### src/rtl/divider_8bit.sv
// -----------------------------------------------------------------------------
// divider_8bit
// Sequential 8-bit restoring divider producing one quotient bit per clock.
// It sits beside the ALU multiplier, uses the same operand convention, and
// talks to the sequencer through a start/busy/done handshake.
//
// Configuration macro: DIVIDER_SIGNED_EN
//   defined   : divMode = 1 selects two's-complement signed division
//               (truncation toward zero, remainder takes the dividend's sign),
//               and overflow flags -128 / -1.
//   undefined : every division is unsigned, divMode is ignored and overflow
//               is tied low. Latency is the same in both builds.
// -----------------------------------------------------------------------------
module divider_8bit (
    input  logic       clk,
    input  logic       rst_n,
    input  logic       start,
    input  logic [7:0] A,
    input  logic [7:0] B,
    input  logic       divMode,
    output logic [7:0] Q,
    output logic [7:0] R,
    output logic       busy,
    output logic       done,
    output logic       divByZero,
    output logic       overflow
);

    localparam logic [1:0] S_IDLE = 2'd0;
    localparam logic [1:0] S_CALC = 2'd1;
    localparam logic [1:0] S_FIX  = 2'd2;

    logic [1:0] state_q, state_d;
    logic [3:0] cnt_q,   cnt_d;
    // Partial remainder; after each step it is below the divisor, so bit 8
    // only matters transiently inside the trial subtraction.
    logic [8:0] rem_q,   rem_d;
    // Dividend magnitude: its bits shift out of the top while quotient bits
    // shift in at the bottom, so after eight steps it holds the quotient.
    // For a zero divisor it keeps the raw dividend for the remainder output.
    logic [7:0] dvd_q,   dvd_d;
    logic [7:0] dvs_q,   dvs_d;
    logic       zero_q,  zero_d;

    logic [7:0] q_q,     q_d;
    logic [7:0] r_q,     r_d;
    logic       done_q,  done_d;
    logic       dbz_q,   dbz_d;

    logic [7:0] a_mag, b_mag;
    logic [7:0] q_fix, r_fix;
    logic [8:0] rem_shift;
    logic [9:0] trial;

    logic       unused_rem_msb;
    assign unused_rem_msb = rem_q[8];

`ifdef DIVIDER_SIGNED_EN
    logic mode_q, mode_d;
    logic qneg_q, qneg_d;
    logic rneg_q, rneg_d;
    logic ovf_q,  ovf_d;

    // Operand magnitudes; 0x80 negates to itself, which reads as 128 unsigned.
    always_comb begin
        a_mag = (divMode & A[7]) ? (~A + 8'd1) : A;
        b_mag = (divMode & B[7]) ? (~B + 8'd1) : B;
    end

    // Sign restoration of the magnitude results.
    always_comb begin
        q_fix = qneg_q ? (~dvd_q + 8'd1)      : dvd_q;
        r_fix = rneg_q ? (~rem_q[7:0] + 8'd1) : rem_q[7:0];
    end
`else
    logic unused_div_mode;
    assign unused_div_mode = divMode;

    // Unsigned-only build: operands and results pass straight through.
    always_comb begin
        a_mag = A;
        b_mag = B;
        q_fix = dvd_q;
        r_fix = rem_q[7:0];
    end
`endif

    // One restoring step: shift {rem, dvd} left and trial-subtract the divisor.
    always_comb begin
        rem_shift = {rem_q[7:0], dvd_q[7]};
        trial     = {1'b0, rem_shift} - {2'b00, dvs_q};
    end

    // Next-state and datapath control.
    always_comb begin
        // NOTE: every variable gets a default here so no path leaves one
        // unassigned, which would otherwise infer a latch.
        state_d = state_q;
        cnt_d   = cnt_q;
        rem_d   = rem_q;
        dvd_d   = dvd_q;
        dvs_d   = dvs_q;
        zero_d  = zero_q;
        q_d     = q_q;
        r_d     = r_q;
        done_d  = 1'b0;
        dbz_d   = dbz_q;
`ifdef DIVIDER_SIGNED_EN
        mode_d  = mode_q;
        qneg_d  = qneg_q;
        rneg_d  = rneg_q;
        ovf_d   = ovf_q;
`endif

        case (state_q)
            S_IDLE: begin
                if (start) begin
                    cnt_d   = 4'd0;
                    rem_d   = 9'd0;
                    zero_d  = (B == 8'd0);
                    dvs_d   = b_mag;
                    dvd_d   = (B == 8'd0) ? A : a_mag;
`ifdef DIVIDER_SIGNED_EN
                    mode_d  = divMode;
                    qneg_d  = divMode & (A[7] ^ B[7]);
                    rneg_d  = divMode & A[7];
`endif
                    state_d = (B == 8'd0) ? S_FIX : S_CALC;
                end
            end

            S_CALC: begin
                if (trial[9]) begin
                    rem_d = rem_shift;
                    dvd_d = {dvd_q[6:0], 1'b0};
                end else begin
                    rem_d = trial[8:0];
                    dvd_d = {dvd_q[6:0], 1'b1};
                end
                cnt_d = cnt_q + 4'd1;
                if (cnt_q == 4'd7) begin
                    state_d = S_FIX;
                end
            end

            S_FIX: begin
                done_d  = 1'b1;
                state_d = S_IDLE;
                if (zero_q) begin
                    q_d   = 8'hFF;
                    r_d   = dvd_q;
                    dbz_d = 1'b1;
`ifdef DIVIDER_SIGNED_EN
                    ovf_d = 1'b0;
`endif
                end else begin
                    q_d   = q_fix;
                    r_d   = r_fix;
                    dbz_d = 1'b0;
`ifdef DIVIDER_SIGNED_EN
                    // A positive signed quotient of magnitude 128 can only
                    // come from -128 / -1; it wraps to 0x80.
                    ovf_d = mode_q & ~qneg_q & dvd_q[7];
`endif
                end
            end

            default: begin
                state_d = S_IDLE;
            end
        endcase
    end

    // State and result registers; reset aborts any division in flight.
    always_ff @(posedge clk or negedge rst_n) begin
        if (!rst_n) begin
            state_q <= S_IDLE;
            cnt_q   <= 4'd0;
            rem_q   <= 9'd0;
            dvd_q   <= 8'd0;
            dvs_q   <= 8'd0;
            zero_q  <= 1'b0;
            q_q     <= 8'd0;
            r_q     <= 8'd0;
            done_q  <= 1'b0;
            dbz_q   <= 1'b0;
`ifdef DIVIDER_SIGNED_EN
            mode_q  <= 1'b0;
            qneg_q  <= 1'b0;
            rneg_q  <= 1'b0;
            ovf_q   <= 1'b0;
`endif
        end else begin
            // NOTE: non-blocking assignments so every register samples the
            // values from before this edge, independent of statement order.
            state_q <= state_d;
            cnt_q   <= cnt_d;
            rem_q   <= rem_d;
            dvd_q   <= dvd_d;
            dvs_q   <= dvs_d;
            zero_q  <= zero_d;
            q_q     <= q_d;
            r_q     <= r_d;
            done_q  <= done_d;
            dbz_q   <= dbz_d;
`ifdef DIVIDER_SIGNED_EN
            mode_q  <= mode_d;
            qneg_q  <= qneg_d;
            rneg_q  <= rneg_d;
            ovf_q   <= ovf_d;
`endif
        end
    end

    assign Q         = q_q;
    assign R         = r_q;
    assign busy      = (state_q != S_IDLE);
    assign done      = done_q;
    assign divByZero = dbz_q;
`ifdef DIVIDER_SIGNED_EN
    assign overflow  = ovf_q;
`else
    assign overflow  = 1'b0;
`endif

endmodule

### config.mk
export PLATFORM = sky130hd
export DESIGN_NAME = divider_8bit
export DESIGN_NICKNAME = d
export VERILOG_FILES = /design/src/rtl/divider_8bit.sv
export SDC_FILE = /design/constraint.sdc
export NUM_CORES = 1
export LEC_CHECK = 0
export ABC_AREA = 1
export CAP_MARGIN = 20
export CORE_MARGIN = 2
export CORE_UTILIZATION = 49
export DETAILED_ROUTE_END_ITERATION = 8
export PLACE_DENSITY = 0.77
export SLEW_MARGIN = 40
export SYNTH_ARGS = -nofsm -noshare
export SYNTH_HDL_FRONTEND = slang
export SYNTH_SLANG_ARGS = --single-unit
### constraint.sdc
create_clock -name clk -period 1.7 [get_ports clk]
set_input_delay 0.425 -clock clk [delete_from_list [all_inputs] [get_ports clk]]
set_output_delay 0.425 -clock clk [all_outputs]
set_load 0.1 [all_outputs]
Word level (Yosys, flattened, before mapping)
Cells that the tools add are included.

Reduce and logical (&&, ||, !) cells: 7. Equality and inequality tests: 5. Add/subtract/negate cells: 2. Muxes and demuxes: 16.

Operators by type and width (count): $mux W8 (5); $pmux W8 S2 (2); $sub A9 B8 Y10 (1); $logic_not A8 Y1 (1); $pmux W4 S2 (1); $mux W2 (3); $reduce_and A2 Y1 (3); $add A4 B1 Y4 const B (1); $eq A4 B3 Y1 const B (1); $mux W4 (1); $ne A2 B2 Y1 const B (2); $pmux W2 S2 (1); $reduce_bool A2 Y1 (2); $mux W1 (3); $eq A2 B1 Y1 const B (1); $eq A2 B2 Y1 const B (1); $logic_not A2 Y1 (1).

Input bits: 20. Register bits after elaboration: 49. Word-level logic and storage cells: 40.

Logic depth before layout (Yosys ltp)
Gate-level depths: netlist of the first run.

Depth after elaboration: 4. Mapped depth: 12. Depth with buffers taken out: 12.

Least setup slack after synthesis of the first run
Ideal clock, no wire load.

Kind: reg2reg. Start: register dvd_q[7]. End: register rem_q[4]. Library setup time: 117 ps. Data required time: 1583 ps. Setup slack: 31 ps. Arrival: 1552 ps. Path buffers: 0. Stages on the path, launching flop included: 10. Cell sequence: dfrtp_1 inv_1 ha_1 inv_1 fa_1 a21oi_1 xor2_1 nand2_1 nand3_1 nand2_1.

Longest elaborated chain between the ends: 3.

Ends and longest elaborated chain: start: declaration (line 41) `logic [7:0] dvd_q, dvd_d;`; start signal: assignment (line 199) `dvd_q <= dvd_d;`; $sub A9 B8 Y10 (line 91) `trial = {1'b0, rem_shift} - {2'b00, dvs_q};`; $mux W8 (line 133) `if (trial[9]) begin`; $pmux W8 S2 (line 115) `case (state_q)`; end signal: assignment (line 198) `rem_q <= rem_d;`; end: declaration (line 37) `logic [8:0] rem_q, rem_d;`.

No other way between the ends. A chain may end at the register's enable or synchronous reset.

Worst setup path in the final report of the first run
Start: register rem_q[5]. End: register rem_q[4].

Longest elaborated chain between the ends: 3.

Ends and longest elaborated chain (line): $sub A9 B8 Y10 (91); $mux W8 (133); $pmux W8 S2 (115).

No other way between the ends.

==> results of run 1 <==
repair_timing:
| action | 4_1_cts | 5_1_grt |
|---|---|---|
| endpoints found under the setup margin | 3 | 10 |
| pin swaps | 0 | 7 |
| hold buffers | 0 | 0 |
| gates resized for setup | 2 | 20 |
| gates cloned | 0 | 1 |
routing by layer:
layer	GRT usage (%)	wire length, µm
met2	36.3	3320
met4	5.54	87
met5	0	0
met1	29.1	2740
met3	5.00	386
sequential cells by signal, indices dropped and copies added, names as in the netlist:
register / cells
Q: 8
divByZero: 1
done: 1
cnt_q: 4
R: 8
dvd_q: 8
state_q: 2
zero_q: 1
dvs_q: 8
rem_q: 8
final cells by class:
| cell class | instances | area, µm² | area share [%] |
|---|---|---|---|
| Tap cell | 70 | 87.6 | 2.38 |
| Clock buffer | 6 | 72.6 | 1.98 |
| Clock inverter | 2 | 13.8 | 0.375 |
| Multi-Input combinational cell | 217 | 1320 | 36.0 |
| Inverter | 45 | 169 | 4.60 |
| Timing Repair Buffer | 63 | 779 | 21.2 |
| Sequential cell | 49 | 1230 | 33.4 |
cells in the final DEF (no fill, tap or decap), drive strengths merged, types with 2 or more instances in the layout:
master,count
a21oi,13
a221oi,7
buf,46
clkbuf,6
clkdlybuf4s50,17
clkinv,2
dfrtp,49
ha,9
inv,45
nand2,82
nand3,18
nand4,8
nor2,35
nor3,7
o21ai,24
or2,2
xor2,3
worst max path at each step:
| stage | start | endpoint | depth (start not counted) | slack, ns |
|---|---|---|---|---|
| floorplan | dvd_q[7] | rem_q[4] | 9 | 0.03 |
| global placement | start | dvd_q[7] | 5 | 0.01 |
| detailed placement | dvd_q[7] | rem_q[4] | 9 | -0.04 |
| CTS | rem_q[3] | rem_q[6] | 11 | 0.0005 |
| global route | dvd_q[7] | rem_q[4] | 9 | -0.1 |
| finish | rem_q[5] | rem_q[4] | 8 | 0.01 |
worst reg2reg max path, cell delays in order, from the launching register on:
cell and delay [ns]:
dfrtp_1 0.43, ha_4 0.27, nand2_1 0.08, nand2_2 0.10
a21oi_4 0.25, buf_6 0.15, nand4_1 0.11, nand3_1 0.12
nand2_1 0.07
cell families after synthesis:
logic type	after synthesis	synth area share (%)
and+or+nand+nor	153	28.0
DFF	49	46.3
buffers and inverters	52	8.45
AOI/OAI and AO/OA	48	10.9
xor gates and xnor gates	4	1.32
adders and majority gates	10	5.00
other	1	0.142
metrics by stage:
step | TNS [ns] | setup slack, ns | instance area (µm²)
3_3_place_gp | 0 | 0.0110 | 3460
3_5_place_dp | -0.0650 | -0.0375 | 3460
2_1_floorplan | 0 | 0.0305 | 2650
4_1_cts | 0 | 0.000520 | 3550
5_1_grt | -0.196 | -0.0951 | 3670
6_report | 0 | 0.0124 | 3670
==> impl_metrics.py, run 1 <==
metrics = {
    "timing": {
        "setup_viol": 0,
        "max_freq_ghz": 0.593,
        "drv_slew": 0,
        "finalCritPeriodShare_pct": 99.3,
        "finalHoldViolations": 0,
        "whs_ns": 0.0880,
        "fin_skew_ns": 0.0106,
        "min_period_ns": 1.69,
        "rsz0062_at_grt": "yes",
    },
    "global_route": {
        "antenna_found_initial": 0,
        "grt_pass1_wl_um": 10400,
        "track_usage_pct": 21.9,
        "grt_overflow": 0,
        "grt_pass1_vias": 2246,
        "grt_start_max_net_pins": 50,
    },
    "cells_and_area": {
        "fillers": 376,
        "instances_no_fill": 452,
        "antenna_cells": 0,
        "areaGrowthSynthToFinish_pct": 38.6,
        "final_layout_size_suffix_gt1_share_pct": 23.6,
        "finish.utilization_pct": 71.0,
        "final_nets": 411,
    },
    "clock_network": {
        "tritoncts": "built",
        "cts_num_sinks": 49,
        "postCtsSetupBuffers": 0,
        "cts_buffer_depth": 2,
        "numCtsBuffers": 5,
        "clk_pin_slew_ns": 0.09,
        "cts-root-buf": "clkbuf_8",
        "clk_latency_ns": 0.31,
        "htree_levels": 2,
    },
    "place": {
        "port_buffers": 37,
        "dp_hpwl_um": 4640,
        "post-place-cells": 443,
        "gp_congestion": 0.863,
    },
    "yosys": {
        "netlist.top_cell.by_area": "dfrtp_1",
        "synth.area.top_cells": "dfrtp_1 46%, nand2_1 11%, inv_1 5.7%",
        "synthesis.area_mm2": 0.00265,
        "ys_seq_area_share_pct": 46.3,
        "ys_warn_count": 0,
        "yosysUniqueCellTypes": 38,
        "syn_inst": 317,
        "synth_edf_count": 0,
        "synth-seq-cells": 49,
        "synth_async_sr_flop_share_pct": 100,
        "synth_most_common_cell": "nand2_1",
        "syn_area_per_cell_um2": 8.36,
        "synth_commonest_cells": "79 x nand2_1, 49 x dfrtp_1, 40 x inv_1",
        "synth_top_flop_cell": "dfrtp_1",
        "yosysTopAreaCellShare_pct": 46.3,
        "synth_fp_nets": 347,
    },
    "critical_path": {
        "worst_ep_required_time_ns": 1.89,
        "critPathKind": "reg -> reg",
        "r2r-start": "rem_q[5]",
        "rrSetupSlack_ns": 0.01,
        "cpLargestDelayFamily": "simple AND/OR/NAND/NOR gates",
        "timing.rr.end": "rem_q[4]",
        "slowest_stage": "dfrtp_1",
        "cp_num_buf_inv": 1,
        "cp_cell_sequence": "ha_4, nand2_1, nand2_2, a21oi_4, buf_6, nand4_1, nand3_1, nand2_1",
        "startpoint_type": "register",
        "slowest_delay_ns": 0.43,
        "r2r_cells": 8,
        "cp-end-kind": "register",
        "critical_path.most_common_cell": "nand2_1",
        "worstPathArrival_ns": 1.87,
        "critPathMaxFanout": 6,
    },
    "route": {
        "firstDrtPassIters": 4,
        "vias": 2425,
        "drtIter0Drc": 198,
        "post-route-drc-count": 0,
        "wl_um": 6540,
        "wl_per_cell_um": 14.5,
        "viasPerCell": 5.37,
        "postRouteAntennaNets": 0,
    },
    "die": {
        "dieWidth_um": 77.5,
        "floorplan.initialDensity_pct": 51.2,
        "die_area_mm2": 0.00601,
        "pin_count": 40,
        "core_area_mm2": 0.00517,
        "rows": 26,
        "die_h_um": 77.5,
    },
    "flow_run": {
        "maxCapViolations": 0,
    },
    "outcome": {
        "outcome": "finished, final reports clean",
    },
    "hold_path": {
        "hold_path_class": "in -> async",
    },
}
Power of run 1 is not shown: default switching activity piles up to over one toggle a cycle in this logic, so the estimate is an artifact.
==> inputs of run 2 (changes only) <==
--- a/config.mk
+++ b/config.mk
@@ -6,6 +6,7 @@
 export NUM_CORES = 1
 export LEC_CHECK = 0
 export ABC_AREA = 1
+export ABC_CLOCK_PERIOD_IN_PS = 1700
 export CAP_MARGIN = 20
 export CORE_MARGIN = 2
 export CORE_UTILIZATION = 49
==> results of run 2 <==
Final layout, timing and power as in run 1 (identical DEF).
Power of run 2 is left out for the same reason.
